$ cat src/rtl/usb_frame_tx_pkg.sv
// rtl/usb_frame_tx_pkg.sv - shared types and defaults for the FT2232H frame transmitter
package usb_frame_tx_pkg;

    localparam int         USB_DATA_WIDTH = 8;
    localparam logic [7:0] DEF_START_FLAG = 8'h5A;
    localparam logic [7:0] DEF_STOP_FLAG  = 8'hA5;

    typedef enum logic [2:0] {
        ST_IDLE  = 3'd0,
        ST_START = 3'd1,
        ST_SEQ   = 3'd2,
        ST_DATA  = 3'd3,
        ST_STOP  = 3'd4
    } state_t;

    function automatic int bytes_per_sample(input int sample_width);
        return (sample_width + 7) / 8;
    endfunction

endpackage

$ cat src/rtl/usb_frame_tx_serializer.sv
// rtl/usb_frame_tx_serializer.sv - holds one sample and walks enabled channels, LSB byte first
module usb_frame_tx_serializer
    import usb_frame_tx_pkg::*;
#(
    parameter int CHANNELS     = 2,
    parameter int SAMPLE_WIDTH = 12
) (
    input  logic                             clk,
    input  logic                             rst,
    input  logic                             clear,
    input  logic [CHANNELS-1:0]              mask,
    input  logic [CHANNELS*SAMPLE_WIDTH-1:0] s_data,
    input  logic                             load,
    input  logic                             advance,
    output logic                             valid,
    output logic                             last,
    output logic [USB_DATA_WIDTH-1:0]        byte_o
);

    localparam int   CW     = $clog2(CHANNELS + 1);
    localparam int   NBYTES = bytes_per_sample(SAMPLE_WIDTH);
    localparam logic LAST_B = (NBYTES == 2);

    // Lowest enabled channel at or above 'from'; CHANNELS means none left.
    function automatic logic [CW-1:0] first_en(input logic [CHANNELS-1:0] m, input int from);
        logic [CW-1:0] r;
        r = CW'(CHANNELS);
        for (int i = CHANNELS - 1; i >= 0; i--) begin
            if (i >= from && m[i]) r = CW'(i);
        end
        return r;
    endfunction

    function automatic logic [7:0] pick(input logic [CHANNELS*SAMPLE_WIDTH-1:0] d,
                                        input logic [CW-1:0] ch, input logic b);
        logic [15:0] w;
        w = '0;
        for (int i = 0; i < CHANNELS; i++) begin
            if (CW'(i) == ch) w[SAMPLE_WIDTH-1:0] = d[i*SAMPLE_WIDTH +: SAMPLE_WIDTH];
        end
        return b ? w[15:8] : w[7:0];
    endfunction

    logic [CHANNELS*SAMPLE_WIDTH-1:0] hold_q;
    logic [CW-1:0]                    chan_q;
    logic                             bidx_q;
    logic                             valid_q;
    logic [7:0]                       byte_q;

    logic [CW-1:0] next_chan;
    logic [CW-1:0] first_chan;
    logic          at_last_byte;

    assign next_chan    = first_en(mask, int'(chan_q) + 1);
    assign first_chan   = first_en(mask, 0);
    assign at_last_byte = (bidx_q == LAST_B);

    assign valid  = valid_q;
    assign last   = at_last_byte && (next_chan == CW'(CHANNELS));
    assign byte_o = byte_q;

    // Load wins over advance so the next sample follows the last byte with no bubble.
    always_ff @(posedge clk) begin
        if (rst) begin
            hold_q  <= '0;
            chan_q  <= '0;
            bidx_q  <= 1'b0;
            valid_q <= 1'b0;
            byte_q  <= '0;
        end else if (clear) begin
            valid_q <= 1'b0;
        end else if (load) begin
            hold_q  <= s_data;
            chan_q  <= first_chan;
            bidx_q  <= 1'b0;
            byte_q  <= pick(s_data, first_chan, 1'b0);
            valid_q <= 1'b1;
        end else if (advance && valid_q) begin
            if (last) begin
                valid_q <= 1'b0;
            end else if (!at_last_byte) begin
                bidx_q <= 1'b1;
                byte_q <= pick(hold_q, chan_q, 1'b1);
            end else begin
                chan_q <= next_chan;
                bidx_q <= 1'b0;
                byte_q <= pick(hold_q, next_chan, 1'b0);
            end
        end
    end

endmodule

$ cat src/rtl/usb_frame_tx.sv
// rtl/usb_frame_tx.sv - frames multi-channel samples onto the FT2232H sync-FIFO write port
module usb_frame_tx
    import usb_frame_tx_pkg::*;
#(
    parameter int         CHANNELS     = 2,
    parameter int         SAMPLE_WIDTH = 12,
    parameter int         FRAME_LEN    = 20480,
    parameter int         SEQ_EN       = 1,
    parameter logic [7:0] START_FLAG   = DEF_START_FLAG,
    parameter logic [7:0] STOP_FLAG    = DEF_STOP_FLAG
) (
    input  logic                             clk,
    input  logic                             rst,
    input  logic                             enable,
    input  logic                             abort,
    input  logic [CHANNELS-1:0]              chan_en,
    input  logic [CHANNELS*SAMPLE_WIDTH-1:0] s_data,
    input  logic                             s_valid,
    output logic                             s_ready,
    input  logic                             ft_txe_n_i,
    output logic                             ft_wr_n_o,
    output logic [USB_DATA_WIDTH-1:0]        ft_data_o,
    output logic                             busy,
    output logic                             frame_done
);

    localparam int               CTR_W = $clog2(FRAME_LEN + 1);
    localparam logic [CTR_W-1:0] LEN   = CTR_W'(FRAME_LEN);

    state_t              state_q, state_n;
    logic [7:0]          ctl_byte_q;
    logic                ctl_pending_q;
    logic [7:0]          seq_q;
    logic [CTR_W-1:0]    sample_ctr_q;
    logic [CHANNELS-1:0] mask_q;

    logic       in_data;
    logic       byte_pending;
    logic       accept;
    logic       ser_valid;
    logic       ser_last;
    logic [7:0] ser_byte;
    logic       ser_load;
    logic       ser_clear;

    assign in_data      = (state_q == ST_DATA);
    assign byte_pending = in_data ? ser_valid : ctl_pending_q;
    assign accept       = byte_pending && !ft_txe_n_i;

    assign ft_wr_n_o  = ~accept;
    assign ft_data_o  = in_data ? ser_byte : ctl_byte_q;
    assign busy       = (state_q != ST_IDLE);
    assign frame_done = (state_q == ST_STOP) && accept;

    assign s_ready   = in_data && !abort && (sample_ctr_q < LEN)
                       && (!ser_valid || (accept && ser_last));
    assign ser_load  = s_valid && s_ready;
    assign ser_clear = in_data && abort;

    usb_frame_tx_serializer #(
        .CHANNELS     (CHANNELS),
        .SAMPLE_WIDTH (SAMPLE_WIDTH)
    ) u_serializer (
        .clk     (clk),
        .rst     (rst),
        .clear   (ser_clear),
        .mask    (mask_q),
        .s_data  (s_data),
        .load    (ser_load),
        .advance (accept && in_data),
        .valid   (ser_valid),
        .last    (ser_last),
        .byte_o  (ser_byte)
    );

    always_ff @(posedge clk) begin
        if (rst) state_q <= ST_IDLE;
        else     state_q <= state_n;
    end

    always_comb begin
        state_n = state_q;
        case (state_q)
            ST_IDLE: begin
                if (enable) state_n = ST_START;
            end
            ST_START: begin
                if (abort)       state_n = ST_STOP;
                else if (accept) state_n = (SEQ_EN != 0) ? ST_SEQ
                                         : ((mask_q == '0) ? ST_STOP : ST_DATA);
            end
            ST_SEQ: begin
                if (abort)       state_n = ST_STOP;
                else if (accept) state_n = (mask_q == '0) ? ST_STOP : ST_DATA;
            end
            ST_DATA: begin
                if (abort) state_n = ST_STOP;
                else if (accept && ser_last && sample_ctr_q == LEN) state_n = ST_STOP;
            end
            ST_STOP: begin
                if (accept) state_n = ST_IDLE;
            end
            default: state_n = ST_IDLE;
        endcase
    end

    // Control bytes (START/SEQ/STOP) are loaded on state entry, which also
    // replaces a stalled data byte with STOP_FLAG on abort.
    always_ff @(posedge clk) begin
        if (rst) begin
            ctl_byte_q    <= '0;
            ctl_pending_q <= 1'b0;
            seq_q         <= '0;
            sample_ctr_q  <= '0;
            mask_q        <= '0;
        end else begin
            if (state_q == ST_IDLE && state_n == ST_START) begin
                mask_q       <= chan_en;
                sample_ctr_q <= '0;
            end
            if (ser_load) sample_ctr_q <= sample_ctr_q + CTR_W'(1);
            if (frame_done) seq_q <= seq_q + 8'd1;
            if (state_n != state_q) begin
                case (state_n)
                    ST_START: begin
                        ctl_byte_q    <= START_FLAG;
                        ctl_pending_q <= 1'b1;
                    end
                    ST_SEQ: begin
                        ctl_byte_q    <= seq_q;
                        ctl_pending_q <= 1'b1;
                    end
                    ST_STOP: begin
                        ctl_byte_q    <= STOP_FLAG;
                        ctl_pending_q <= 1'b1;
                    end
                    default: ctl_pending_q <= 1'b0;
                endcase
            end
        end
    end

endmodule

$ cat config.mk
export PLATFORM = sky130hd
export DESIGN_NAME = usb_frame_tx
export DESIGN_NICKNAME = d
export VERILOG_FILES = /design/src/rtl/usb_frame_tx_pkg.sv /design/src/rtl/usb_frame_tx_serializer.sv /design/src/rtl/usb_frame_tx.sv
export SDC_FILE = /design/constraint.sdc
export NUM_CORES = 1
export LEC_CHECK = 0
export CAP_MARGIN = 20
export CORE_AREA = 2 2 82 84
export DETAILED_ROUTE_END_ITERATION = 10
export DIE_AREA = 0 0 84 86
export PLACE_DENSITY = 0.78
export SETUP_SLACK_MARGIN = 0.5
export SYNTH_ARGS = -nofsm -noshare
export SYNTH_HDL_FRONTEND = slang
export SYNTH_SLANG_ARGS = --single-unit
$ cat constraint.sdc
create_clock -name clk -period 5.6 [get_ports clk]
set_input_delay 1.12 -clock clk [delete_from_list [all_inputs] [get_ports clk]]
set_output_delay 1.12 -clock clk [all_outputs]
set_load 0.03 [all_outputs]
Word-level counts from Yosys, hierarchy flattened

Index checks and enable logic that the tools add are counted.

Logic and storage cells: 111
Output and inout bits: 12
Bits in registers: 73

Add/subtract/negate cells: 3
$lt $le $gt $ge: 3
Multiplexer cells: 41
Bitwise operators: 2
Reduce and logical (&&, ||, !) cells: 37
Equal/unequal tests: 14

Operators by type and width:

| cell                    | count |
|---|---|
| $mux W8                 | 9 |
| $ge A1 B32 Y1 const A   | 1 |
| $ge A2 B32 Y1 const A   | 1 |
| $mux W15                | 2 |
| $mux W3                 | 9 |
| $mux W12                | 2 |
| $pmux W8 S3             | 1 |
| $mux W2                 | 8 |
| $add A15 B1 Y15 const B | 1 |
| $eq A15 B15 Y1 const B  | 1 |
| $logic_and A1 B1 Y1     | 15 |
| $lt A15 B15 Y1 const B  | 1 |
| $pmux W3 S5             | 1 |
| $eq A3 B2 Y1 const B    | 3 |
| $mux W1                 | 9 |
| $add A8 B1 Y8 const B   | 1 |
| $logic_not A2 Y1        | 4 |
| $reduce_bool A2 Y1      | 4 |
| $eq A1 B2 Y1 const A    | 3 |
| $eq A3 B1 Y1 const B    | 2 |
| $eq A3 B3 Y1 const B    | 2 |
| $reduce_and A2 Y1       | 3 |
| $reduce_bool A3 Y1      | 2 |
| $reduce_and A4 Y1       | 1 |
| other kinds (11)        | 14 |

Longest topological paths before layout

Gate-level depths: netlist of run 1.

Word-level depth: 16
Gate-level depth with buffers: 9
Gate-level depth less buffers: 8

Modules after synthesis

Synthesis of run 1 repeated with hierarchy kept, for this count alone.

Cell total of the unflattened synthesis: 418
Area total of the unflattened synthesis: 3517.1 µm²

Modules (own cells, without submodules):

| module                  | seq. area each (µm²) | area each (µm²) | instances | cells an instance |
|---|---|---|---|---|
| usb_frame_tx            | 740.7                | 2173.3          | 1         | 247 |
| usb_frame_tx_serializer | 560.5                | 1343.8          | 1         | 171 |

Least setup slack after synthesis of run 1

OpenSTA, ideal clock, no wires.

Path kind: input-to-output
Start: input port ft_txe_n_i
End: output port s_ready
Setup slack: 2.314 ns
Data arrival time: 2.166 ns
Cell stages on the path: 4
Cell sequence: and2b_1 mux2i_4 o21ai_4 and2_1

Longest elaborated chain between the ends: 5

RTL lines:

| element             | RTL line           | RTL |
|---|---|---|
| start: declaration  | usb_frame_tx.sv:20 | `input logic ft_txe_n_i,` |
| $logic_not A1 Y1    | usb_frame_tx.sv:48 | `assign accept = byte_pending && !ft_txe_n_i;` |
| $logic_and A1 B1 Y1 | usb_frame_tx.sv:48 |  |
| $logic_and A1 B1 Y1 | usb_frame_tx.sv:56 | `&& (!ser_valid \|\| (accept && ser_last));` |
| $logic_or A1 B1 Y1  | usb_frame_tx.sv:56 |  |
| $logic_and A1 B1 Y1 | usb_frame_tx.sv:56 |  |
| end: declaration    | usb_frame_tx.sv:19 | `output logic s_ready,` |

No other way between the ends.

Worst setup path after layout of run 1

Same ends and word-level chain as after synthesis.

==> flow_summary.html, run 1 <==
<table>
<tr><th>Metric</th><th>Value</th></tr>
<tr><th colspan="2">Outcome</th></tr>
<tr><td>Run status</td><td>finished, final reports clean</td></tr>
<tr><th colspan="2">Worst setup path</th></tr>
<tr><td>Type of destination of the critical path</td><td>output port</td></tr>
<tr><td>Buffers &amp; Inverters on Critical Path</td><td>2</td></tr>
<tr><td>Start-to-end type of the worst setup path</td><td>input pin to output port</td></tr>
<tr><td>Master of the slowest instance on the critical path</td><td>clkdlybuf4s50_1</td></tr>
<tr><td>Cell family with most CP delay</td><td>buffers and inverters</td></tr>
<tr><td>Reg-to-reg startpoint</td><td>state_q[0]$_SDFF_PP0_</td></tr>
<tr><td>Nature of the critical path startpoint</td><td>input pin</td></tr>
<tr><td>Data arrival time at the worst-slack endpoint</td><td>3.21 ns</td></tr>
<tr><td>Cell Chain, Critical Path</td><td>clkdlybuf4s50_1 -&gt; and2b_1 -&gt; mux2i_4 -&gt; o21ai_4 -&gt; and2_1 -&gt; clkdlybuf4s50_1</td></tr>
<tr><td>Data required, critical path</td><td>4.48 ns</td></tr>
<tr><td>Launching instance or port of the critical path</td><td>ft_txe_n_i</td></tr>
<tr><td>Crit-path max FO</td><td>7</td></tr>
<tr><td>Most numerous cell on the critical path</td><td>clkdlybuf4s50_1</td></tr>
<tr><td>Delay contributed by the slowest stage of the critical path</td><td>0.66 ns</td></tr>
<tr><th colspan="2">Finish</th></tr>
<tr><td>Sequential Area</td><td>1300 um2</td></tr>
<tr><td>Finished Cell Area</td><td>4000 um2</td></tr>
<tr><td>Number of standard cells in the layout, taps in and fillers out</td><td>528</td></tr>
<tr><td>Final core area utilization</td><td>63.8%</td></tr>
<tr><td>Total number of nets in the final design</td><td>481</td></tr>
<tr><td>Share of layout cells above drive strength 1</td><td>6.65%</td></tr>
<tr><td>Combined area of the multi-input logic cells</td><td>1930 um2</td></tr>
<tr><td>Area growth from synthesis to layout</td><td>18.2%</td></tr>
<tr><td>Number of filler cells placed in the layout</td><td>577</td></tr>
<tr><td>Antenna Diode Count</td><td>0</td></tr>
<tr><th colspan="2">CTS</th></tr>
<tr><td>Hold-fix buffers, CTS</td><td>0</td></tr>
<tr><td>PostCTS Resize Cnt</td><td>0</td></tr>
<tr><td>Max Buffers Root-to-Sink</td><td>2</td></tr>
<tr><td>CTS root buf</td><td>clkbuf_8</td></tr>
<tr><td>Post-CTS setup buffer count</td><td>0</td></tr>
<tr><td>Level count of the clock H-tree</td><td>3</td></tr>
<tr><td>Clock Sink Count</td><td>65</td></tr>
<tr><td>Clk_lat worst skew</td><td>0.35 ns</td></tr>
<tr><td>Clock slew at reported path FFs</td><td>0.06 ns</td></tr>
<tr><td>TritonCTS clock tree</td><td>built</td></tr>
<tr><td>Clock buffer count from CTS</td><td>9</td></tr>
<tr><th colspan="2">Routing</th></tr>
<tr><td>Routed via count divided by cell count</td><td>5.97</td></tr>
<tr><td>Post-detailed-routing wire length</td><td>7950 um</td></tr>
<tr><td>Total via count in the routed design</td><td>3,150</td></tr>
<tr><td>DR WL/cell</td><td>15.1 um</td></tr>
<tr><td>Final routed DRC violation total</td><td>0</td></tr>
<tr><td>Number of detailed-route iterations in the first pass</td><td>5</td></tr>
<tr><td>Violation count after the first detailed-routing iteration</td><td>192</td></tr>
<tr><td>Antenna viol nets, final</td><td>0</td></tr>
<tr><th colspan="2">Synthesis</th></tr>
<tr><td>Arithmetic-cell share of the synthesized area counting full adders, half adders and majority gates</td><td>1.11%</td></tr>
<tr><td>Fraction of the mapped netlist area in compound gates</td><td>22.3%</td></tr>
<tr><td>Share of Yosys cell area claimed by the top area cell type</td><td>38.4%</td></tr>
<tr><td>Largest cells by area after synthesis</td><td>dfxtp_1, nand2_1, a21oi_1</td></tr>
<tr><td>Xor and xnor fraction of the mapped netlist area</td><td>2.85%</td></tr>
<tr><td>Cell count after synthesis</td><td>421</td></tr>
<tr><td>Post-synthesis mux area share</td><td>3.03%</td></tr>
<tr><td>Count of flip-flops with a built-in enable after synthesis</td><td>0</td></tr>
<tr><td>Count of state elements after synthesis</td><td>65</td></tr>
<tr><td>Largest family of logic cells by synthesized area</td><td>simple AND/OR/NAND/NOR gates</td></tr>
<tr><td>Number of distinct library cells after synthesis</td><td>59</td></tr>
<tr><td>Leading area contributor after synthesis</td><td>dfxtp_1</td></tr>
<tr><td>Total number of yosys warnings</td><td>0</td></tr>
<tr><td>Post-synthesis simple-gate area fraction</td><td>27.6%</td></tr>
<tr><td>Most used flip-flop cell after synthesis</td><td>dfxtp_1</td></tr>
<tr><td>Most numerous cell in the Yosys netlist</td><td>nand2_1</td></tr>
<tr><td>Async SR Flop Fraction</td><td>0%</td></tr>
<tr><td>Synthesized net count</td><td>456</td></tr>
<tr><td>Mean instance size in the synthesized netlist</td><td>8.04 um2</td></tr>
<tr><td>Proportion of synthesized chip area in sequential cells</td><td>38.4%</td></tr>
<tr><td>Commonest cells in the synthesized netlist</td><td>nand2_1, dfxtp_1, a21oi_1</td></tr>
<tr><td>Post-synthesis instance area</td><td>3390 um2</td></tr>
<tr><th colspan="2">Power and ir drop</th></tr>
<tr><td>Internal power contribution</td><td>794 uW</td></tr>
<tr><td>Power dissipated by switching net loads</td><td>267 uW</td></tr>
<tr><td>Proportion of power drawn by flip-flops and latches</td><td>45.4%</td></tr>
<tr><td>Ratio of total power to cell area</td><td>265 nW/um2</td></tr>
<tr><td>Switch share</td><td>25.2%</td></tr>
<tr><td>Peak VDD IR</td><td>0.180 mV</td></tr>
<tr><td>Part of the power in the clock network</td><td>42.1%</td></tr>
<tr><td>Leakage</td><td>1.33 nW</td></tr>
<tr><td>Share of total power in combinational logic</td><td>12.5%</td></tr>
<tr><td>Overall Power</td><td>1.06 mW</td></tr>
<tr><th colspan="2">Timing</th></tr>
<tr><td>Count of endpoints failing setup in the final report</td><td>0</td></tr>
<tr><td>Final Skew</td><td>0.0102 ns</td></tr>
<tr><td>Final period utilization</td><td>77.3%</td></tr>
<tr><td>Final Hold Vio Count</td><td>0</td></tr>
<tr><td>Max Clk Rate</td><td>231 MHz</td></tr>
<tr><td>Tightest hold margin</td><td>0.457 ns</td></tr>
<tr><td>Period minus WS final</td><td>4.33 ns</td></tr>
<tr><td>Sum Neg Setup Slack</td><td>0 ns</td></tr>
<tr><td>Transition time at the pin with the least slew margin</td><td>1.04 ns</td></tr>
<tr><td>Number of pins exceeding their max-slew limit in the final report</td><td>0</td></tr>
<tr><td>RSZ-0062 raised after global routing</td><td>false</td></tr>
<tr><td>Slew HR</td><td>30.5%</td></tr>
<tr><td>Crit path setup slack, layout</td><td>1.27 ns</td></tr>
<tr><th colspan="2">Global route</th></tr>
<tr><td>Number of antenna violations at the first check in global routing</td><td>0</td></tr>
<tr><td>GRT Overall Usage</td><td>22.6%</td></tr>
<tr><td>Wire length of the first global-routing pass</td><td>13,200 um</td></tr>
<tr><td>GRT Residual Overflow</td><td>0</td></tr>
<tr><td>Vias in the first global route</td><td>2,870</td></tr>
<tr><td>Largest net degree at the start of global routing</td><td>54</td></tr>
<tr><th colspan="2">Floorplanning</th></tr>
<tr><td>I/O Pins</td><td>44</td></tr>
<tr><td>Initial core utilization</td><td>53.9%</td></tr>
<tr><td>Die outline width</td><td>84 um</td></tr>
<tr><td>Height of the die</td><td>86 um</td></tr>
<tr><td>Total Die Area</td><td>7220 um2</td></tr>
<tr><td>Core Footprint</td><td>6280 um2</td></tr>
<tr><td>Number of rows in the core area</td><td>29</td></tr>
<tr><th colspan="2">Place</th></tr>
<tr><td>Setup slack after placement</td><td>1.27 ns</td></tr>
<tr><td>Estimated wirelength of the detail-placed design</td><td>5500 um</td></tr>
<tr><td>Number of cells after detailed placement</td><td>512</td></tr>
<tr><td>Area after DPL</td><td>3780 um2</td></tr>
<tr><td>Number of buffer cells added on primary ports</td><td>43</td></tr>
<tr><td>Routability Congestion</td><td>0.898</td></tr>
<tr><th colspan="2">Hold path</th></tr>
<tr><td>Hold Path Origin</td><td>u_serializer.hold_q[19]$_SDFFE_PP0P_</td></tr>
<tr><td>Hold Crit Class</td><td>register to register</td></tr>
<tr><th colspan="2">Run</th></tr>
<tr><td>Total of max-cap violations</td><td>0</td></tr>
</table>
-- registers in the layout, summed over array words and instances (netlist names) --
| register | count |
|---|---|
| u_serializer.valid | 1 |
| state_q | 3 |
| ctl_pending_q | 1 |
| u_serializer.at_last_byte | 1 |
| ctl_byte_q | 8 |
| u_serializer.byte_o | 8 |
| sample_ctr_q | 15 |
| seq_q | 8 |
| mask_q | 2 |
| u_serializer.hold_q | 16 |
| u_serializer.chan_q | 2 |
-- cell families (layout without fill, tap and decap cells) --
group	count (synthesis)	in the layout
AO/OA/AOI/OAI	108	108
buffers and inverters	38	68
flip-flops	65	65
multiplexers	9	9
AND/OR/NAND/NOR	187	187
XOR/XNOR	11	11
adder cells (fa/ha/maj)	3	3
-- area by class of cell --
type	instances	area share (%)
multi-input combinational	318	48.1
sequential	65	32.5
timing repair buffer	43	10.6
clock buffer	11	3.53
tap	77	2.41
clock inverter	5	1.97
inverter	9	0.844
-- worst paths after layout --
check	cells after the start	end	slack, ns
max	6	s_ready	1.27
min	2	u_serializer.hold_q[19]$_SDFFE_PP0P_	0.46
max reg2reg	6	u_serializer.byte_o[3]$_SDFFE_PP0P_	2.52
min reg2reg	2	u_serializer.hold_q[19]$_SDFFE_PP0P_	0.46
-- placed cells by master, fill, tap and decap left out, drive strengths merged, types with 5 or more instances in the layout --
master | netlist | final
nor3 | 12 | 12
inv | 9 | 9
a211oi | 9 | 9
and3 | 9 | 9
xnor2 | 5 | 5
a21oi | 40 | 40
nand2 | 77 | 77
nand4 | 6 | 6
xor2 | 6 | 6
clkdlybuf4s50 | 0 | 42
nand2b | 7 | 7
dfxtp | 65 | 65
nor2 | 27 | 27
a221oi | 9 | 9
nand3 | 23 | 23
mux2i | 9 | 9
o21ai | 17 | 17
a31oi | 7 | 7
or3 | 5 | 5
clkbuf | 16 | 11
-- worst register-to-register path: stages (launching register included) --
cell,delay (ns)
dfxtp_1,0.54
and3b_1,0.62
mux2i_4,0.20
o21ai_4,0.26
and3_1,0.89
nand3_1,0.18
a211oi_1,0.28
-- power by group through the flow --
stage | combinational (mW) | clock [mW] | sequential [mW]
4_1_cts | 0.133 | 0.452 | 0.482
2_1_floorplan | 0.0835 | 0 | 0.487
6_report | 0.132 | 0.447 | 0.482
5_1_grt | 0.142 | 0.470 | 0.484
3_5_place_dp | 0.132 | 0 | 0.493
3_3_place_gp | 0.131 | 0 | 0.492
-- metal layers --
layer,vias to the layer above,GRT usage (%),wire [um]
li1,1562,-,-
met3,13,3.27,413
met5,-,0,0
met4,0,9.97,161
met2,101,36.5,3720
met1,1474,30.2,3650
No activity file was read; power rests on OpenSTA's default activity.
==> run 2, diff against run 1 <==
Clock period 5.6 ns to 4.3 ns, I/O delays scaled along.
==> flow_summary.html, run 2 (same netlist as run 1, synthesis figures left out) <==
<table>
<tr><th>Metric</th><th>Value</th></tr>
<tr><th colspan="2">Worst setup path</th></tr>
<tr><td>Nature of the critical path startpoint</td><td>input pin</td></tr>
<tr><td>Data arrival time at the worst-slack endpoint</td><td>2.76 ns</td></tr>
<tr><td>Delay contributed by the slowest stage of the critical path</td><td>0.73 ns</td></tr>
<tr><td>Type of destination of the critical path</td><td>output port</td></tr>
<tr><td>Start-to-end type of the worst setup path</td><td>input pin to output port</td></tr>
<tr><td>Most numerous cell on the critical path</td><td>clkdlybuf4s50_1</td></tr>
<tr><td>Reg-to-reg startpoint</td><td>state_q[2]$_SDFF_PP0_</td></tr>
<tr><td>Data required, critical path</td><td>3.44 ns</td></tr>
<tr><td>Cell Chain, Critical Path</td><td>clkdlybuf4s50_1 -&gt; and2b_2 -&gt; and3_1 -&gt; clkdlybuf4s50_1</td></tr>
<tr><td>Crit-path max FO</td><td>7</td></tr>
<tr><td>Length in cells of the worst reg-to-reg path</td><td>7</td></tr>
<tr><td>Master of the slowest instance on the critical path</td><td>clkdlybuf4s50_1</td></tr>
<tr><td>Reg2Reg Setup Slack</td><td>1.62 ns</td></tr>
<tr><td>FF-to-FF End</td><td>u_serializer.hold_q[9]$_SDFFE_PP0P_</td></tr>
<tr><th colspan="2">CTS</th></tr>
<tr><td>TritonCTS clock tree</td><td>built</td></tr>
<tr><td>Clock slew at reported path FFs</td><td>0.07 ns</td></tr>
<tr><td>Level count of the clock H-tree</td><td>3</td></tr>
<tr><td>Max Buffers Root-to-Sink</td><td>2</td></tr>
<tr><td>Post-CTS setup buffer count</td><td>0</td></tr>
<tr><td>Clock Sink Count</td><td>65</td></tr>
<tr><td>Clock buffer count from CTS</td><td>9</td></tr>
<tr><td>Clk_lat worst skew</td><td>0.34 ns</td></tr>
<tr><td>CTS root buf</td><td>clkbuf_8</td></tr>
<tr><td>Hold-fix buffers, CTS</td><td>0</td></tr>
<tr><th colspan="2">Floorplanning</th></tr>
<tr><td>Initial core utilization</td><td>53.9%</td></tr>
<tr><td>Die outline width</td><td>84 um</td></tr>
<tr><td>I/O Pins</td><td>44</td></tr>
<tr><td>Height of the die</td><td>86 um</td></tr>
<tr><td>Total Die Area</td><td>7220 um2</td></tr>
<tr><td>Core Footprint</td><td>6280 um2</td></tr>
<tr><td>Number of rows in the core area</td><td>29</td></tr>
<tr><th colspan="2">Timing</th></tr>
<tr><td>Count of endpoints failing setup in the final report</td><td>0</td></tr>
<tr><td>Sum Neg Setup Slack</td><td>0 ns</td></tr>
<tr><td>Slew HR</td><td>50.0%</td></tr>
<tr><td>Period minus WS final</td><td>3.62 ns</td></tr>
<tr><td>Crit path setup slack, layout</td><td>0.677 ns</td></tr>
<tr><td>Number of pins exceeding their max-slew limit in the final report</td><td>0</td></tr>
<tr><td>Final Hold Vio Count</td><td>0</td></tr>
<tr><td>RSZ-0062 raised after global routing</td><td>false</td></tr>
<tr><td>Final Skew</td><td>0.00973 ns</td></tr>
<tr><td>Final period utilization</td><td>84.3%</td></tr>
<tr><td>Tightest hold margin</td><td>0.458 ns</td></tr>
<tr><td>Transition time at the pin with the least slew margin</td><td>0.750 ns</td></tr>
<tr><td>Max Clk Rate</td><td>276 MHz</td></tr>
<tr><th colspan="2">Routing</th></tr>
<tr><td>Antenna viol nets, final</td><td>0</td></tr>
<tr><td>Violation count after the first detailed-routing iteration</td><td>190</td></tr>
<tr><td>DR WL/cell</td><td>15.4 um</td></tr>
<tr><td>Final routed DRC violation total</td><td>0</td></tr>
<tr><td>Post-detailed-routing wire length</td><td>8210 um</td></tr>
<tr><td>Routed via count divided by cell count</td><td>6.02</td></tr>
<tr><td>Number of detailed-route iterations in the first pass</td><td>5</td></tr>
<tr><td>Total via count in the routed design</td><td>3,203</td></tr>
<tr><th colspan="2">Global route</th></tr>
<tr><td>Number of antenna violations at the first check in global routing</td><td>0</td></tr>
<tr><td>Vias in the first global route</td><td>2,879</td></tr>
<tr><td>GRT Residual Overflow</td><td>0</td></tr>
<tr><td>Wire length of the first global-routing pass</td><td>13,500 um</td></tr>
<tr><td>Largest net degree at the start of global routing</td><td>53</td></tr>
<tr><td>GRT Overall Usage</td><td>23.3%</td></tr>
<tr><th colspan="2">Finish</th></tr>
<tr><td>Most common cell after layout, fill and taps aside</td><td>nand2_1</td></tr>
<tr><td>Antenna Diode Count</td><td>0</td></tr>
<tr><td>Sequential Area</td><td>1300 um2</td></tr>
<tr><td>Final core area utilization</td><td>64.8%</td></tr>
<tr><td>Commonest cells after routing, fill and taps aside</td><td>nand2_1, dfxtp_1, clkdlybuf4s50_1</td></tr>
<tr><td>Number of standard cells in the layout, taps in and fillers out</td><td>532</td></tr>
<tr><td>Total number of nets in the final design</td><td>485</td></tr>
<tr><td>Biggest registers after layout</td><td>u_serializer.hold_q (16), sample_ctr_q (15)</td></tr>
<tr><td>Largest register FFs</td><td>16</td></tr>
<tr><td>Area growth from synthesis to layout</td><td>20.2%</td></tr>
<tr><td>Share of layout cells above drive strength 1</td><td>8.13%</td></tr>
<tr><td>Top reg by flops</td><td>u_serializer.hold_q</td></tr>
<tr><td>Number of filler cells placed in the layout</td><td>567</td></tr>
<tr><td>Combined area of the multi-input logic cells</td><td>1930 um2</td></tr>
<tr><th colspan="2">Power and ir drop</th></tr>
<tr><td>Ratio of total power to cell area</td><td>357 nW/um2</td></tr>
<tr><td>Peak VDD IR</td><td>0.315 mV</td></tr>
<tr><td>Leakage</td><td>1.38 nW</td></tr>
<tr><th colspan="2">Hold path</th></tr>
<tr><td>Hold worst-path end</td><td>u_serializer.hold_q[15]$_SDFFE_PP0P_</td></tr>
<tr><td>Hold Path Origin</td><td>u_serializer.hold_q[15]$_SDFFE_PP0P_</td></tr>
<tr><td>Worst Hold Depth</td><td>2</td></tr>
<tr><td>Hold Crit Class</td><td>register to register</td></tr>
<tr><th colspan="2">Run</th></tr>
<tr><td>Total of max-cap violations</td><td>0</td></tr>
<tr><th colspan="2">Place</th></tr>
<tr><td>Number of cells after detailed placement</td><td>516</td></tr>
<tr><td>Setup slack after placement</td><td>0.486 ns</td></tr>
<tr><td>Routability Congestion</td><td>0.919</td></tr>
<tr><td>Number of buffer cells added on primary ports</td><td>43</td></tr>
<tr><td>Estimated wirelength of the detail-placed design</td><td>5700 um</td></tr>
<tr><th colspan="2">Outcome</th></tr>
<tr><td>Run status</td><td>finished, final reports clean</td></tr>
</table>
run 2: what timing repair did:
| item | CTS | global route |
|---|---|---|
| gates resized for setup | 1 | 2 |
| endpoints found under the setup margin | 1 | 1 |
| hold endpoints to repair | 0 | 0 |
run 2: layout make-up:
type                            count  share of cell area (%)
Clock buffer                       10                    3.38
Clock inverter                      6                    2.83
Sequential cell                    65                    32.0
Multi-Input combinational cell    318                    47.4
Tap cell                           77                    2.37
Timing Repair Buffer               47                    11.3
Inverter                            9                   0.830
run 2: report_power, final:
part | leakage, nW | internal [mW] | switching, mW | total [mW]
registers | 0.525 | 0.615 | 0.0127 | 0.628
clock network | 0.123 | 0.403 | 0.247 | 0.650
logic | 0.730 | 0.0782 | 0.0968 | 0.175
total | 1.38 | 1.10 | 0.356 | 1.45
run 2: how the worst max path moves through the flow:
stage,from,endpoint,slack [ns],cells after the start
finish,ft_txe_n_i,frame_done,0.68,4
global route,ft_txe_n_i,frame_done,0.62,4
CTS,ft_txe_n_i,s_ready,0.56,6
detailed placement,ft_txe_n_i,s_ready,0.49,6
global placement,ft_txe_n_i,s_ready,0.54,6
floorplan,ft_txe_n_i,s_ready,1.53,4
run 2: routing by layer:
metal	track usage, %	vias to the layer above	share of wire, %
met3	5.49	11	6.1
met2	37.4	110	47
met5	0	-	0
met1	31.2	1519	45
met4	7.33	0	1.5
li1	-	1563	-
run 2: stage by stage:
| step | total power [mW] | cell area [um2] |
|---|---|---|
| floorplan | 0.743 | 3390 |
| global placement | 0.812 | 3810 |
| detailed placement | 0.815 | 3810 |
| CTS | 1.46 | 4070 |
| global route | 1.50 | 4070 |
| finish | 1.45 | 4070 |
run 2: critical path, delay by kind of cell:
kind                   cells  cell delay, ns
buffers and inverters      2            1.20
and+or+nand+nor            2            0.69
==> run 3, diff against run 2 <==
Settings changed: CORE_AREA 2 2 82 84 to 2 2 87 89, DIE_AREA 0 0 84 86 to 0 0 89 91, PLACE_DENSITY 0.78 to 0.73.
Clock period 4.3 ns to 3.1 ns, I/O delays scaled along.
==> flow_summary.html, run 3 (same netlist as run 1, synthesis figures left out) <==
<table>
<tr><th>Metric</th><th>Value</th></tr>
<tr><th colspan="2">Global route</th></tr>
<tr><td>Wire length of the first global-routing pass</td><td>13,500 um</td></tr>
<tr><td>Number of antenna violations at the first check in global routing</td><td>0</td></tr>
<tr><td>Largest net degree at the start of global routing</td><td>53</td></tr>
<tr><td>Vias in the first global route</td><td>2,953</td></tr>
<tr><td>GRT Overall Usage</td><td>21.1%</td></tr>
<tr><td>GRT Residual Overflow</td><td>0</td></tr>
<tr><th colspan="2">Routing</th></tr>
<tr><td>Violation count after the first detailed-routing iteration</td><td>211</td></tr>
<tr><td>Number of detailed-route iterations in the first pass</td><td>4</td></tr>
<tr><td>Total via count in the routed design</td><td>3,196</td></tr>
<tr><td>Post-detailed-routing wire length</td><td>8460 um</td></tr>
<tr><td>DR WL/cell</td><td>15.0 um</td></tr>
<tr><td>Routed via count divided by cell count</td><td>5.69</td></tr>
<tr><td>Antenna viol nets, final</td><td>0</td></tr>
<tr><td>Final routed DRC violation total</td><td>0</td></tr>
<tr><th colspan="2">Outcome</th></tr>
<tr><td>Run status</td><td>finished, final reports clean</td></tr>
<tr><th colspan="2">Timing</th></tr>
<tr><td>Count of endpoints failing setup in the final report</td><td>0</td></tr>
<tr><td>Number of pins exceeding their max-slew limit in the final report</td><td>0</td></tr>
<tr><td>Period minus WS final</td><td>2.52 ns</td></tr>
<tr><td>Transition time at the pin with the least slew margin</td><td>0.726 ns</td></tr>
<tr><td>Max Clk Rate</td><td>397 MHz</td></tr>
<tr><td>Final Hold Vio Count</td><td>0</td></tr>
<tr><td>Slew HR</td><td>51.5%</td></tr>
<tr><td>Sum Neg Setup Slack</td><td>0 ns</td></tr>
<tr><td>Final Skew</td><td>0.00947 ns</td></tr>
<tr><td>Final period utilization</td><td>81.3%</td></tr>
<tr><td>RSZ-0062 raised after global routing</td><td>false</td></tr>
<tr><th colspan="2">Run</th></tr>
<tr><td>Total of max-cap violations</td><td>0</td></tr>
<tr><th colspan="2">CTS</th></tr>
<tr><td>Max Buffers Root-to-Sink</td><td>2</td></tr>
<tr><td>TritonCTS clock tree</td><td>built</td></tr>
<tr><td>Clk_lat worst skew</td><td>0.35 ns</td></tr>
<tr><td>Clock buffer count from CTS</td><td>9</td></tr>
<tr><td>Clock slew at reported path FFs</td><td>0.07 ns</td></tr>
<tr><td>Hold-fix buffers, CTS</td><td>0</td></tr>
<tr><td>Level count of the clock H-tree</td><td>3</td></tr>
<tr><td>CTS root buf</td><td>clkbuf_8</td></tr>
<tr><td>Clock Sink Count</td><td>65</td></tr>
<tr><th colspan="2">Floorplanning</th></tr>
<tr><td>Height of the die</td><td>91 um</td></tr>
<tr><td>Initial core utilization</td><td>47.4%</td></tr>
<tr><td>Number of rows in the core area</td><td>31</td></tr>
<tr><td>Die outline width</td><td>89 um</td></tr>
<tr><td>I/O Pins</td><td>44</td></tr>
<tr><td>Core Footprint</td><td>7140 um2</td></tr>
<tr><td>Total Die Area</td><td>8100 um2</td></tr>
<tr><th colspan="2">Worst setup path</th></tr>
<tr><td>Master of the slowest instance on the critical path</td><td>clkdlybuf4s50_1</td></tr>
<tr><td>Nature of the critical path startpoint</td><td>input pin</td></tr>
<tr><td>Cell Chain, Critical Path</td><td>clkdlybuf4s50_1 -&gt; and4bb_2 -&gt; and2_4 -&gt; and2_1 -&gt; buf_4</td></tr>
<tr><td>Delay contributed by the slowest stage of the critical path</td><td>0.42 ns</td></tr>
<tr><td>Cell family with most CP delay</td><td>simple AND/OR/NAND/NOR gates</td></tr>
<tr><td>Type of destination of the critical path</td><td>output port</td></tr>
<tr><td>Crit-path max FO</td><td>6</td></tr>
<tr><td>Start-to-end type of the worst setup path</td><td>input pin to output port</td></tr>
<tr><td>Data arrival time at the worst-slack endpoint</td><td>1.90 ns</td></tr>
<tr><td>Data required, critical path</td><td>2.48 ns</td></tr>
<tr><td>Buffers &amp; Inverters on Critical Path</td><td>2</td></tr>
<tr><th colspan="2">Place</th></tr>
<tr><td>Number of cells after detailed placement</td><td>544</td></tr>
<tr><td>Number of buffer cells added on primary ports</td><td>43</td></tr>
<tr><td>Estimated wirelength of the detail-placed design</td><td>5860 um</td></tr>
<tr><td>Routability Congestion</td><td>0.906</td></tr>
<tr><th colspan="2">Hold path</th></tr>
<tr><td>Hold Crit Class</td><td>register to register</td></tr>
<tr><th colspan="2">Finish</th></tr>
<tr><td>Number of filler cells placed in the layout</td><td>671</td></tr>
<tr><td>Largest register FFs</td><td>16</td></tr>
<tr><td>Combined area of the multi-input logic cells</td><td>1930 um2</td></tr>
<tr><td>Sequential Area</td><td>1310 um2</td></tr>
<tr><td>Number of standard cells in the layout, taps in and fillers out</td><td>562</td></tr>
<tr><td>Antenna Diode Count</td><td>0</td></tr>
<tr><td>Top reg by flops</td><td>u_serializer.hold_q</td></tr>
<tr><td>Most common cell after layout, fill and taps aside</td><td>nand2_1</td></tr>
<tr><td>Area growth from synthesis to layout</td><td>22.5%</td></tr>
<tr><td>Total number of nets in the final design</td><td>493</td></tr>
<tr><td>Commonest cells after routing, fill and taps aside</td><td>nand2_1, dfxtp_1, a21oi_1</td></tr>
<tr><td>Biggest registers after layout</td><td>u_serializer.hold_q (16), sample_ctr_q (15)</td></tr>
<tr><td>Share of layout cells above drive strength 1</td><td>11.4%</td></tr>
<tr><th colspan="2">Power and ir drop</th></tr>
<tr><td>Ratio of total power to cell area</td><td>468 nW/um2</td></tr>
<tr><td>Peak VDD IR</td><td>0.262 mV</td></tr>
<tr><td>Leakage</td><td>1.44 nW</td></tr>
</table>
-- run 3: cell count changes in the layout (fill, tap and decap cells not counted), moves of 2 or more --
cell / previous run / this run
dfxtp_1: 65 / 62
buf_12: 0 / 2
dlygate4sd2_1: 0 / 9
clkdlybuf4s50_1: 41 / 30
buf_4: 4 / 13
dfxtp_4: 0 / 2
-- run 3: path summary, 6_finish.rpt --
check,start,to,slack (ns),cells after the start
hold / removal,u_serializer.hold_q[17]$_SDFFE_PP0P_,u_serializer.hold_q[17]$_SDFFE_PP0P_,0.46,2
hold reg to reg,u_serializer.hold_q[17]$_SDFFE_PP0P_,u_serializer.hold_q[17]$_SDFFE_PP0P_,0.46,2
setup / recovery,abort,s_ready,0.58,5
setup reg to reg,sample_ctr_q[0]$_SDFFE_PP0P_,ctl_byte_q[3]$_SDFFE_PP0P_,0.75,8
-- run 3: cell type report --
| class | instances | area share, % |
|---|---|---|
| tap | 99 | 2.99 |
| clock buffer | 10 | 3.32 |
| inverter | 9 | 0.814 |
| clock inverter | 6 | 2.17 |
| multi-input combinational | 318 | 46.5 |
| sequential | 65 | 31.6 |
| timing repair buffer | 55 | 12.6 |
-- run 3: worst reg2reg max path, delay by kind of cell, from the launching register on --
family | cells | cell delay, ns
AOI/OAI and AO/OA | 3 | 0.98
and+or+nand+nor | 3 | 0.63
DFF | 1 | 0.38
adders and majority gates | 1 | 0.13
buffers and inverters | 1 | 0.08
-- run 3: repair_timing --
| item | CTS | global route |
|---|---|---|
| endpoints found under the setup margin | 9 | 1 |
| pin swaps | 0 | 1 |
| cloned | 0 | 0 |
| resized for setup | 15 | 4 |
| buffers inserted | 2 | 0 |
-- run 3: metal layers --
metal	global-route usage (%)	part of all wire (%)	up-vias
met4	8.08	2.1	0
met1	28.6	47	1496
met5	0	0	-
met2	32.6	46	100
met3	4.45	5.5	17
li1	-	-	1583
-- run 3: stage by stage --
step | utilization, % | setup WS [ns] | cell area (um2) | hold WS [ns] | total power [mW]
after floorplan | - | 0.814 | 3390 | 0.436 | 1.03
after global placement | 54.7 | 0.329 | 3900 | 0.443 | 1.13
after detailed placement | 54.7 | 0.287 | 3900 | 0.448 | 1.14
after CTS | 58.0 | 0.509 | 4140 | 0.459 | 1.95
after global routing | 58.1 | 0.506 | 4150 | 0.474 | 2.01
final | 58.1 | 0.579 | 4150 | 0.457 | 1.94
-- run 3: power by group --
| part | switching, mW | internal [mW] |
|---|---|---|
| registers | 0.0172 | 0.853 |
| logic | 0.137 | 0.105 |
| clock network | 0.352 | 0.477 |
| total | 0.505 | 1.44 |
